--- src/rtl/serial_pattern_tx.sv ---
// serial_pattern_tx
//   Serial bit-stream transmitter. A parallel pattern of 1..MAX_LEN bits is
//   shifted out MSB-first (bit `length` first, bit 0 last), one bit per
//   `step_i` strobe, on the single-bit line `w_o`. It feeds the `w` input of
//   the sequence-detector FSMs, so known patterns can be replayed
//   deterministically.
//
//   Optional feature macro: SEQGEN_REPEAT_EN
//     defined   : `reps_i` is honoured. Repetitions are separated by one GAP
//                 bit-time with w_valid_o = 0. `done_o` pulses once, after the
//                 last repetition.
//     undefined : `reps_i` is ignored. No rep counter and no GAP state are
//                 built, and code 3 is handled like any other illegal code.
//
// Ports
//   clock_i     rising-edge clock
//   resetn_i    asynchronous active-low reset
//   start_i     transmit request, sampled only in IDLE
//   pattern_i   bits to send
//   length_i    pattern length minus one
//   reps_i      repetition count, 0 treated as 1 (repeat build only)
//   step_i      bit-advance strobe
//   w_o         serial output bit
//   w_valid_o   high while w_o carries a pattern bit
//   busy_o      high in every state except IDLE
//   done_o      one-cycle pulse at the end of a transmission
//   state_o     current state code, for the LEDR display
module serial_pattern_tx #(
    parameter int MAX_LEN = 8
) (
    input  logic                       clock_i,
    input  logic                       resetn_i,
    input  logic                       start_i,
    input  logic [MAX_LEN-1:0]         pattern_i,
    input  logic [$clog2(MAX_LEN)-1:0] length_i,
    input  logic [3:0]                 reps_i,
    input  logic                       step_i,
    output logic                       w_o,
    output logic                       w_valid_o,
    output logic                       busy_o,
    output logic                       done_o,
    output logic [2:0]                 state_o
);

    localparam int IDX_W = $clog2(MAX_LEN);

    typedef enum logic [2:0] {
        S_IDLE = 3'd0,
        S_LOAD = 3'd1,
        S_SEND = 3'd2,
        S_GAP  = 3'd3,
        S_DONE = 3'd4
    } state_t;

    // Shadow copy of the frame. After LOAD the inputs are free to change.
    typedef struct packed {
        logic [MAX_LEN-1:0] pat;
        logic [IDX_W-1:0]   len;
    } shadow_t;

    state_t           state_q, state_d;
    shadow_t          shd_q, shd_d;
    logic [IDX_W-1:0] idx_q, idx_d;

`ifdef SEQGEN_REPEAT_EN
    logic [3:0]       rep_q, rep_d;
`else
    logic             unused_reps;
    assign unused_reps = ^reps_i;
`endif

    always_ff @(posedge clock_i or negedge resetn_i) begin
        if (!resetn_i) begin
            state_q <= S_IDLE;
            shd_q   <= '0;
            idx_q   <= '0;
`ifdef SEQGEN_REPEAT_EN
            rep_q   <= '0;
`endif
        end else begin
            state_q <= state_d;
            shd_q   <= shd_d;
            idx_q   <= idx_d;
`ifdef SEQGEN_REPEAT_EN
            rep_q   <= rep_d;
`endif
        end
    end

    always_comb begin
        state_d = state_q;
        shd_d   = shd_q;
        idx_d   = idx_q;
`ifdef SEQGEN_REPEAT_EN
        rep_d   = rep_q;
`endif
        case (state_q)
            S_IDLE: begin
                // start wins over step; step has no meaning here
                if (start_i) state_d = S_LOAD;
            end
            S_LOAD: begin
                shd_d.pat = pattern_i;
                shd_d.len = length_i;
                idx_d     = length_i;
`ifdef SEQGEN_REPEAT_EN
                rep_d     = (reps_i == 4'd0) ? 4'd1 : reps_i;
`endif
                state_d   = S_SEND;
            end
            S_SEND: begin
                if (step_i) begin
                    if (idx_q != '0) begin
                        idx_d = idx_q - 1'b1;
                    end else begin
`ifdef SEQGEN_REPEAT_EN
                        state_d = (rep_q > 4'd1) ? S_GAP : S_DONE;
`else
                        state_d = S_DONE;
`endif
                    end
                end
            end
`ifdef SEQGEN_REPEAT_EN
            S_GAP: begin
                if (step_i) begin
                    // counter floor is 1; GAP is only entered with rep_q > 1
                    if (rep_q > 4'd1) rep_d = rep_q - 4'd1;
                    idx_d   = shd_q.len;
                    state_d = S_SEND;
                end
            end
`endif
            S_DONE: begin
                state_d = S_IDLE;
            end
            default: begin
                // unused codes recover to IDLE
                state_d = S_IDLE;
            end
        endcase
    end

    // Outputs are a pure decode of registered state and shadow contents.
    assign busy_o    = (state_q != S_IDLE);
    assign w_valid_o = (state_q == S_SEND);
    assign w_o       = w_valid_o & shd_q.pat[idx_q];
    assign done_o    = (state_q == S_DONE);
    assign state_o   = state_q;

endmodule
--- config.mk ---
export PLATFORM = sky130hd
export DESIGN_NAME = serial_pattern_tx
export DESIGN_NICKNAME = d
export VERILOG_FILES = /design/src/rtl/serial_pattern_tx.sv
export SDC_FILE = /design/constraint.sdc
export NUM_CORES = 1
export LEC_CHECK = 0
export ABC_AREA = 1
export BUFFER_PORTS_ARGS = -buffer_cell sky130_fd_sc_hd__buf_2
export CORE_ASPECT_RATIO = 0.6
export CORE_MARGIN = 2
export CORE_UTILIZATION = 30
export DETAILED_ROUTE_END_ITERATION = 8
export RECOVER_POWER = 50
export SLEW_MARGIN = 20
export SYNTH_ARGS = -nofsm -noshare
export SYNTH_HDL_FRONTEND = slang
export SYNTH_SLANG_ARGS = --single-unit
--- constraint.sdc ---
create_clock -name clock_i -period 2.9 [get_ports clock_i]
set_clock_uncertainty 0.05 [all_clocks]
set_input_delay 0.725 -clock clock_i [delete_from_list [all_inputs] [get_ports clock_i]]
set_output_delay 0.725 -clock clock_i [all_outputs]
set_load 0.1 [all_outputs]
# Word level (Yosys, flattened, before mapping)
# Index checks and enable logic that the tools add are counted.
# Widths: inputs -> output; s select.
# word_totals
regBits	14
inputBits	19
output_inout_bits	7
elab_cells	28
# classes
n_addsub	1
n_lt_le_gt_ge	1
n_eq_ne	7
mux	9
bitwise_logic	1
n_reduce_logical	6
# op_table
cell	count
$mux 3	5
$pmux 3 s3	1
$ne 2x2->1 const B	3
$pmux 3 s2	1
$reduce_and 3->1	2
$reduce_bool 3->1	2
$lt 3x4->1 const B	1
$bmux 1 s3	1
$eq 3x1->1 const B	1
$eq 3x2->1 const B	1
$eq 3x3->1 const B	1
$logic_not 3->1	1
$sub 3x1->3 const B	1
$ne 2x1->1 const B	1
$reduce_bool 2->1	1
$and 1x1->1	1
$mux 1	1

# Depth between registers and ports, before layout
# Gate-level depths: netlist of the first run.
# logic_depth
depth_word	4
ltp_mapped	9
depth_no_buf	9

# Least setup slack after synthesis of the first run
# Ideal clock, no wire load.
# synth_timing
kind	flip-flop to output port
start	register state_q[1] (netlist: state_o[1])
end	output port w_o
arrival_time_ps	3071
t_required_ps	2125
setup_slack_ps	-946
path_stages_with_launch	5
n_path_buf	0
cell_sequence	dfrtp_1 -> nand2_2 -> nor2_4 -> nand2_1 -> nor2_1
# synth_via
elab_chain_cells	2
# synth_lines
item	line	text
from (decl)	61	state_t state_q, state_d;
from (signal assigned)	81	state_q <= state_d;
$eq 3x2->1	146	assign w_valid_o = (state_q == S_SEND);
net w_valid_o	39	output logic w_valid_o,
$and 1x1->1	147	assign w_o = w_valid_o & shd_q.pat[idx_q];
to (decl)	38	output logic w_o,
# The timed path passes the listed nets, and every way through them passes these cells.

# Worst setup path in the final report of the first run
# layout_timing
start	register idx_q[0]
end	output port w_o
# layout_via
elab_chain_cells	3
# layout_lines
item	line	text
from (decl)	63	logic [IDX_W-1:0] idx_q, idx_d;
from (signal assigned)	83	idx_q <= idx_d;
$bmux 1 s3	147	
$mux 1 (not written as such)	147	
$and 1x1->1	147	
# No other way between the ends. The select of a mux whose other input is x is not followed.

==> impl_metrics.py, run 1 <==
metrics = {
    "grt": {
        "grt_max_degree": 18,
        "antenna_found_initial": 0,
        "grt_pass1_wl_um": 2930,
        "first_global_vias": 661,
        "grt.overflow.total": 0,
        "track_usage_pct": 12.0,
    },
    "yosys": {
        "syn-num-nets": 122,
        "yosysWarnings": 0,
        "muxShareOfSynthArea_pct": 0,
        "synth_area_per_cell_um2": 7.94,
        "yosys.area.top_type": "dfrtp_1",
        "synth_compound_area_share_pct": 10.9,
        "synth_fa_ha_area_share_pct": 3.12,
        "ys_ff_latch": 14,
        "yosysTopAreaCellShare_pct": 43.7,
        "synth_flop_cell": "dfrtp_1",
        "yosysUniqueCellTypes": 14,
        "synth_area_leaders": "dfrtp_1 (44%), nand2_1 (14%), a21oi_2 (8.7%)",
        "synth.most_common_cell": "nand2_1",
        "syn-instance-count": 101,
        "ys_seq_area_share_pct": 43.7,
        "synth_simple_gate_area_share_pct": 34.3,
        "synth_edf_count": 0,
        "synthXorXnorAreaFrac_pct": 0,
        "async_flop_share_pct": 100,
        "synth_top_family_by_area": "simple AND/OR/NAND/NOR gates",
        "ys_top_cells_by_count": "nand2_1 (29), dfrtp_1 (14), inv_1 (14)",
        "netlist_area_um2": 802,
    },
    "cells_and_area": {
        "n_antenna_cell": 0,
        "fin_nets": 147,
        "drive_above_1_share_pct": 30.6,
        "multi_input_area_um2": 383,
        "area_growth_pct": 21.1,
        "regArea_um2": 350,
        "postLayoutCoreUtil_pct": 38.5,
        "fillers": 268,
    },
    "timing": {
        "min_period_ps": 2490,
        "worst_slew_pin_slew_ps": 794,
        "rsz0062_at_grt": "no",
        "finalSetupTns_ps": 0,
        "maxSlewHeadroom_pct": 47.1,
        "finalSetupViolations": 0,
        "finalCritPeriodShare_pct": 86.0,
        "hold_viol": 0,
        "max_freq_ghz": 0.401,
        "fin_hold_ws_ps": 459,
        "finalMaxSlewViolations": 0,
    },
    "worst_hold_path": {
        "hold_path.startpoint": "shd_q[5]",
        "min_path_type": "reg -> reg",
    },
    "cts": {
        "cts.sinks": 14,
        "cts_root_buf": "clkbuf_8",
        "cts_buffers": 3,
        "post_cts_resized": 0,
        "cts_tree": "done",
        "clk_pin_slew_worst_paths_ps": 60,
        "hold_buffers": 0,
        "clk_latency_ps": 240,
        "post-cts-setup-buffers": 0,
        "clk_path_buf_depth": 2,
        "h-tree-depth": 1,
    },
    "die": {
        "start_util_pct": 31.8,
        "die-area_mm2": 0.00312,
        "fp.dieH_um": 44.1,
        "coreArea_mm2": 0.00252,
        "io_pins": 26,
        "die-width_um": 70.8,
        "rows": 14,
    },
    "setup_path": {
        "worstReg2RegStart": "state_o[2]",
        "required_ps": 2120,
        "path_max_fanout": 7,
        "worst-r2r-setup-slack_ps": 1170,
        "crit_cells": 7,
        "end_kind": "output pin",
        "criticalPathCategory": "reg -> out",
        "critPathArrivalTime_ps": 1720,
        "path_cells": "inv_1 -> nand2_1 -> nand3_1 -> nand3_1 -> nand2_1 -> nor2_4 -> buf_2",
        "start_kind": "flop",
        "rr_endpoint": "idx_q[0]",
        "crit_start": "idx_q[0]",
        "cp_slowest_stage_delay_ps": 480,
        "crit_end": "w_o",
        "cp_top_family": "buffers and inverters",
        "reg2regPathDepth": 6,
        "cp_num_buf_inv": 2,
        "cp_slowest_cell": "dfrtp_1",
    },
    "run": {
        "max_cap_viol_count": 0,
    },
    "placed_design": {
        "hpwl_um": 1260,
        "portBuffers": 21,
        "place_congestion": 0.771,
    },
    "route": {
        "final_antenna_net_count": 0,
        "routed_wl_um": 1660,
        "drc": 0,
        "drt_pass1_iterations": 4,
        "wl_per_cell_um": 10.6,
        "vias": 671,
        "dr.first_iter.drc_count": 25,
        "vias_per_cell": 4.30,
    },
    "run_status": {
        "status": "complete, no violations",
    },
}
area by class of cell:
class,instances,share of cell area [%]
inverters,14,5.41
clock buffers,3,4.25
multi-input cells,72,39.4
repair buffers,21,10.7
well taps,32,4.12
flip-flops and latches,14,36.1
layer usage:
metal  up-vias  GRT usage [%]  wire, um
li1        363              -         -
met4         0           2.26         0
met3         0           5.47        93
met2        17           18.9       685
met5         -              0         0
met1       291           15.6       876
stage by stage:
| step | setup WS, ps | std cells | instance area [um2] |
|---|---|---|---|
| floorplan | -267 | 101 | 810 |
| global route | 274 | 156 | 971 |
| detailed placement | 688 | 153 | 943 |
| global placement | 715 | 153 | 943 |
| CTS | 419 | 156 | 985 |
| finish | 406 | 156 | 971 |
cells by family after synthesis:
kind of cell / after synthesis
AO/OA/AOI/OAI: 11
buffers and inverters: 15
AND/OR/NAND/NOR: 59
adder cells (fa/ha/maj): 2
flip-flops: 14
how the worst min path moves through the flow:
stage	cells after the start	to	slack [ps]
4_1_cts	1	state_o[1]	340
3_3_place_gp	2	shd_q[9]	450
5_1_grt	2	shd_q[8]	490
3_5_place_dp	2	shd_q[5]	450
2_1_floorplan	0	idx_q[0]	380
6_report	2	shd_q[5]	460
worst register-to-register path: cells and delay by family, from the launching register on:
kind / cells / cell delay (ps)
DFF: 1 / 440
and+or+nand+nor: 6 / 1130
flip-flops by register name, summed over array words and instances, names as in the netlist:
register  count
idx_q         3
shd_q         8
state_o       3
cells in the final DEF (no fill, tap or decap):
| cell type | netlist | final |
|---|---|---|
| nand2_4 | 3 | 2 |
| buf_2 | 0 | 20 |
| nand2_1 | 29 | 30 |
| clkbuf_1 | 0 | 1 |
| nor2_4 | 1 | 2 |
| inv_1 | 14 | 14 |
| o21ai_0 | 2 | 2 |
| clkbuf_8 | 0 | 3 |
| nand2_2 | 2 | 2 |
| nand3_1 | 9 | 9 |
| nor2_2 | 3 | 1 |
| o211ai_1 | 1 | 1 |
| ha_1 | 2 | 2 |
| nor2_1 | 12 | 13 |
| a21oi_2 | 8 | 8 |
| dfrtp_1 | 14 | 14 |
Power of run 1 is left out: the tool's default activity adds up to more than one toggle a clock period on the data nets, which glitch-free logic cannot reach.
==> run 2: changes to the inputs <==
==> constraint.sdc (replaced) <==
create_clock -name clock_i -period 2.9 [get_ports clock_i]
set_clock_uncertainty 0.05 [all_clocks]
set_input_delay 0.725 -clock clock_i [delete_from_list [all_inputs] [get_ports clock_i]]
set_output_delay 0.725 -clock clock_i [all_outputs]
set_load 0.02 [all_outputs]
==> run 2 against run 1 <==
Against the previous run:
- largest cell class unchanged
- via count is 0.60% higher
- cell count stayed put
- sequential share of layout area increased by 0.28 points
- worst hold slack about the same
- count of clock-buffer cells in the layout stayed put
- critical endpoint unchanged
- highest routed layer is now met4
- utilization shrank 0.30 points
- routed wire length down 0.24%
==> impl_metrics.py, run 2 (synthesis results as in run 1) <==
metrics = {
    "cells_and_area": {
        "fin_nets": 147,
        "postLayoutCoreUtil_pct": 38.2,
        "largest_reg_flops": 8,
        "fillers": 274,
        "top_register": "shd_q",
        "n_antenna_cell": 0,
        "area_growth_pct": 20.1,
        "final_cell_mix": "nand2_1 (30), buf_2 (20), inv_1 (14), nor2_1 (14), dfrtp_1 (14)",
        "layout_commonest_cell": "nand2_1",
        "drive_above_1_share_pct": 29.8,
    },
    "timing": {
        "max_freq_ghz": 0.462,
        "finalMaxSlewViolations": 0,
        "worst_slew_pin_slew_ps": 755,
        "finalSetupViolations": 0,
        "rsz0062_at_grt": "no",
        "finalCritPeriodShare_pct": 74.7,
        "min_period_ps": 2170,
        "finalSetupTns_ps": 0,
        "setup_ws_ps": 733,
        "maxSlewHeadroom_pct": 49.7,
        "hold_viol": 0,
    },
    "cts": {
        "cts_root_buf": "clkbuf_8",
        "cts.sinks": 14,
        "post-cts-setup-buffers": 0,
        "cts_tree": "done",
        "clk_path_buf_depth": 2,
        "hold_buffers": 0,
        "h-tree-depth": 1,
        "cts_buffers": 3,
        "clk_latency_ps": 240,
        "clk_pin_slew_worst_paths_ps": 50,
        "post_cts_resized": 0,
    },
    "pwr": {
        "pwr-share-comb_pct": 54.5,
        "powerDensity_mw_per_mm2": 1180,
        "power_switching_uw": 540,
        "p_int_uw": 599,
        "p_clk_share_pct": 13.6,
        "p_leak_uw": 0.000535,
        "sw_frac_of_total_pct": 47.4,
        "power_frac_seq_pct": 31.9,
        "peakVddDrop_uv": 289,
    },
    "run_status": {
        "status": "complete, no violations",
    },
    "die": {
        "fp.dieH_um": 44.1,
        "die-area_mm2": 0.00312,
        "coreArea_mm2": 0.00252,
        "io_pins": 26,
        "start_util_pct": 31.8,
        "die-width_um": 70.8,
        "rows": 14,
    },
    "placed_design": {
        "hpwl_um": 1320,
        "portBuffers": 21,
        "place_congestion": 0.726,
        "place_ws_ps": 1000,
    },
    "route": {
        "met2_length_um": 630,
        "wl_per_cell_um": 10.6,
        "vias_per_cell": 4.33,
        "met1Wirelength_um": 892,
        "dr_wl_met3_um": 102,
        "final_antenna_net_count": 0,
        "highest_layer": "met4",
        "drc": 0,
        "dr.first_iter.drc_count": 20,
        "drt_pass1_iterations": 4,
        "routed_wl_um": 1650,
        "vias": 675,
    },
    "setup_path": {
        "path_max_fanout": 7,
        "criticalPathCategory": "reg -> out",
        "start_kind": "flop",
        "end_kind": "output pin",
        "required_ps": 2120,
        "critPathArrivalTime_ps": 1390,
    },
    "grt": {
        "antenna_found_initial": 0,
        "grt.overflow.total": 0,
        "track_usage_pct": 12.4,
        "grt_pass1_wl_um": 2920,
        "first_global_vias": 646,
        "grt_max_degree": 18,
    },
    "run": {
        "max_cap_viol_count": 0,
    },
    "worst_hold_path": {
        "min_path_type": "reg -> reg",
    },
}
-- run 2: worst paths after layout --
| check | from | endpoint | slack, ps | cells after the start |
|---|---|---|---|---|
| worst max-delay path | idx_q[0] | w_o | 730 | 7 |
| worst min-delay path | shd_q[5] | shd_q[5] | 460 | 2 |
| worst max register to register | state_o[1] | idx_q[0] | 1210 | 6 |
| worst min register to register | shd_q[5] | shd_q[5] | 460 | 2 |
| max in group asynchronous | resetn_i | state_o[2] | 1850 | 1 |
| min in group asynchronous | resetn_i | shd_q[6] | 470 | 1 |
-- run 2: cell type report --
type,count,area (um2),area share [%]
Tap cell,32,40.0,4.16
Clock buffer,3,41.3,4.29
Timing Repair Buffer,21,104,10.8
Inverter,14,52.6,5.45
Multi-Input combinational cell,72,375,39.0
Sequential cell,14,350,36.4
-- run 2: metal layers --
metal	vias to the layer above	GRT usage (%)
li1	359	-
met1	295	17.0
met2	17	17.9
met3	4	4.78
met4	0	4.53
met5	-	0
-- run 2: worst max-delay path: stages, from the launching register on --
cell and delay (ps):
dfrtp_1 450, inv_1 160, nand2_1 90, nand3_1 60, nand3_1 80, nand2_1 50, nor2_1 90, buf_2 170
-- run 2: power by group through the flow --
stage	sequential, uW	combinational (uW)	clock [uW]
4_1_cts	368	638	163
6_report	363	620	155
3_5_place_dp	371	635	0
2_1_floorplan	377	478	0
5_1_grt	377	709	173
3_3_place_gp	366	622	0
-- run 2: through the flow --
stage                     hold slack (ps)  total power (uW)  cells  area [um2]
after floorplan                       379               855    101         802
after global placement                449               988    153         936
after detailed placement              450              1010    153         936
after CTS                             324              1170    156         977
after global routing                  494              1260    156         963
final                                 459              1140    156         963
Power figures use the tool's default switching activity.
==> run 3: changes to the inputs <==
==> constraint.sdc (replaced) <==
create_clock -name clock_i -period 2.25 [get_ports clock_i]
set_clock_uncertainty 0.05 [all_clocks]
set_input_delay 0.5625 -clock clock_i [delete_from_list [all_inputs] [get_ports clock_i]]
set_output_delay 0.5625 -clock clock_i [all_outputs]
set_load 0.02 [all_outputs]
==> run 3 against run 2 <==
Against the previous run:
- worst hold slack got worse by 150 ps
- count of clock-buffer cells in the layout did not move
- sequential share of layout area unchanged
- cell count is the same
- critical path depth is the same
- sequential cell count is the same
==> impl_metrics.py, run 3 (synthesis results as in run 1) <==
metrics = {
    "run_status": {
        "status": "complete, no violations",
    },
    "die": {
        "coreArea_mm2": 0.00252,
        "die-width_um": 70.8,
        "die-area_mm2": 0.00312,
        "fp.dieH_um": 44.1,
        "start_util_pct": 31.8,
        "rows": 14,
        "io_pins": 26,
    },
    "cells_and_area": {
        "area_growth_pct": 20.1,
        "layout_commonest_cell": "nand2_1",
        "drive_above_1_share_pct": 29.8,
        "n_antenna_cell": 0,
        "fin_cells": 156,
        "fin_nets": 147,
        "final_cell_mix": "nand2_1 (30), buf_2 (20), inv_1 (14), nor2_1 (14), dfrtp_1 (14)",
        "largest_reg_flops": 8,
        "fillers": 281,
        "top_register": "shd_q",
    },
    "timing": {
        "worst_slew_pin_slew_ps": 758,
        "hold_viol": 0,
        "finalSetupViolations": 0,
        "finalSetupTns_ps": 0,
        "finalMaxSlewViolations": 0,
        "finalCritPeriodShare_pct": 89.8,
        "rsz0062_at_grt": "no",
        "min_period_ps": 2020,
        "maxSlewHeadroom_pct": 49.3,
        "max_freq_ghz": 0.495,
    },
    "cts": {
        "cts_root_buf": "clkbuf_8",
        "clk_path_buf_depth": 2,
        "post_cts_resized": 0,
        "cts_buffers": 3,
        "cts.sinks": 14,
        "h-tree-depth": 1,
        "hold_buffers": 0,
        "clk_latency_ps": 240,
        "post-cts-setup-buffers": 0,
        "clk_pin_slew_worst_paths_ps": 50,
        "cts_tree": "done",
    },
    "setup_path": {
        "required_ps": 1640,
        "reg2regPathDepth": 6,
        "critPathArrivalTime_ps": 1410,
        "cp_slowest_stage_delay_ps": 450,
        "start_kind": "flop",
        "rr_endpoint": "idx_q[0]",
        "cp_slowest_cell": "dfrtp_1",
        "end_kind": "output pin",
        "path_cells": "inv_1 -> nand2_1 -> nand3_1 -> nand3_1 -> nand2_1 -> nor2_1 -> buf_2",
        "path_max_fanout": 7,
        "worst-r2r-setup-slack_ps": 520,
        "criticalPathCategory": "reg -> out",
        "worstReg2RegStart": "state_o[1]",
    },
    "worst_hold_path": {
        "min_path_type": "in -> async",
    },
    "route": {
        "vias_per_cell": 4.48,
        "wl_per_cell_um": 10.6,
        "drt_pass1_iterations": 4,
        "routed_wl_um": 1660,
        "drc": 0,
        "final_antenna_net_count": 0,
        "dr.first_iter.drc_count": 37,
        "vias": 699,
    },
    "grt": {
        "track_usage_pct": 12.7,
        "first_global_vias": 684,
        "antenna_found_initial": 0,
        "grt_pass1_wl_um": 3010,
        "grt_max_degree": 18,
        "grt.overflow.total": 0,
    },
    "placed_design": {
        "hpwl_um": 1310,
        "portBuffers": 21,
        "place_inst": 153,
        "place_congestion": 0.727,
    },
    "run": {
        "max_cap_viol_count": 0,
    },
    "pwr": {
        "p_leak_uw": 0.000535,
        "powerDensity_mw_per_mm2": 1520,
        "peakVddDrop_uv": 402,
    },
}
==> run 3: cell counts in the layout (fill, tap and decap cells not counted) <==
Identical to the previous run, type by type.
==> run 3: worst max-delay path by stage <==
| stage | from | slack (ps) | to | cells after the start |
|---|---|---|---|---|
| global route | idx_q[0] | 130 | w_o | 7 |
| CTS | idx_q[0] | 220 | w_o | 7 |
| floorplan | state_o[0] | 390 | w_o | 5 |
| global placement | idx_q[0] | 520 | w_o | 7 |
| detailed placement | idx_q[0] | 500 | w_o | 7 |
| finish | idx_q[0] | 230 | w_o | 7 |
==> run 3: layer usage <==
metal	wire (um)	global-route usage (%)	up-vias
li1	-	-	360
met1	835	16.5	312
met2	637	19.3	23
met3	163	5.47	4
met4	23	4.53	0
met5	0	0	-
==> run 3: cell type report <==
type | instances | area [um2] | area share (%)
Multi-Input combinational cell | 72 | 375 | 39.0
Sequential cell | 14 | 350 | 36.4
Timing Repair Buffer | 21 | 104 | 10.8
Inverter | 14 | 52.6 | 5.45
Clock buffer | 3 | 41.3 | 4.29
Tap cell | 32 | 40.0 | 4.16
==> run 3: report_power, final <==
| part | switching, uW | internal [uW] | leakage [uW] |
|---|---|---|---|
| Sequential | 88.0 | 376 | 0.000164 |
| Combinational | 522 | 276 | 0.000349 |
| Clock | 82.9 | 118 | 0.0000216 |
==> run 3: through the flow <==
step / total power, uW / hold slack, ps / util, % / cell area (um2) / worst slack, ps
global route: 1630 / 368 / 38.2 / 963 / 132
detailed placement: 1290 / 426 / 37.1 / 936 / 502
global placement: 1270 / 422 / 37.1 / 936 / 523
floorplan: 1100 / 217 / - / 802 / 388
finish: 1460 / 310 / 38.2 / 963 / 230
CTS: 1500 / 162 / 38.7 / 977 / 221
==> run 3: critical path, delay by kind of cell, from the launching register on <==
family                 cells  cell delay, ps
buffers and inverters      2             330
and+or+nand+nor            5             390
DFF                        1             450
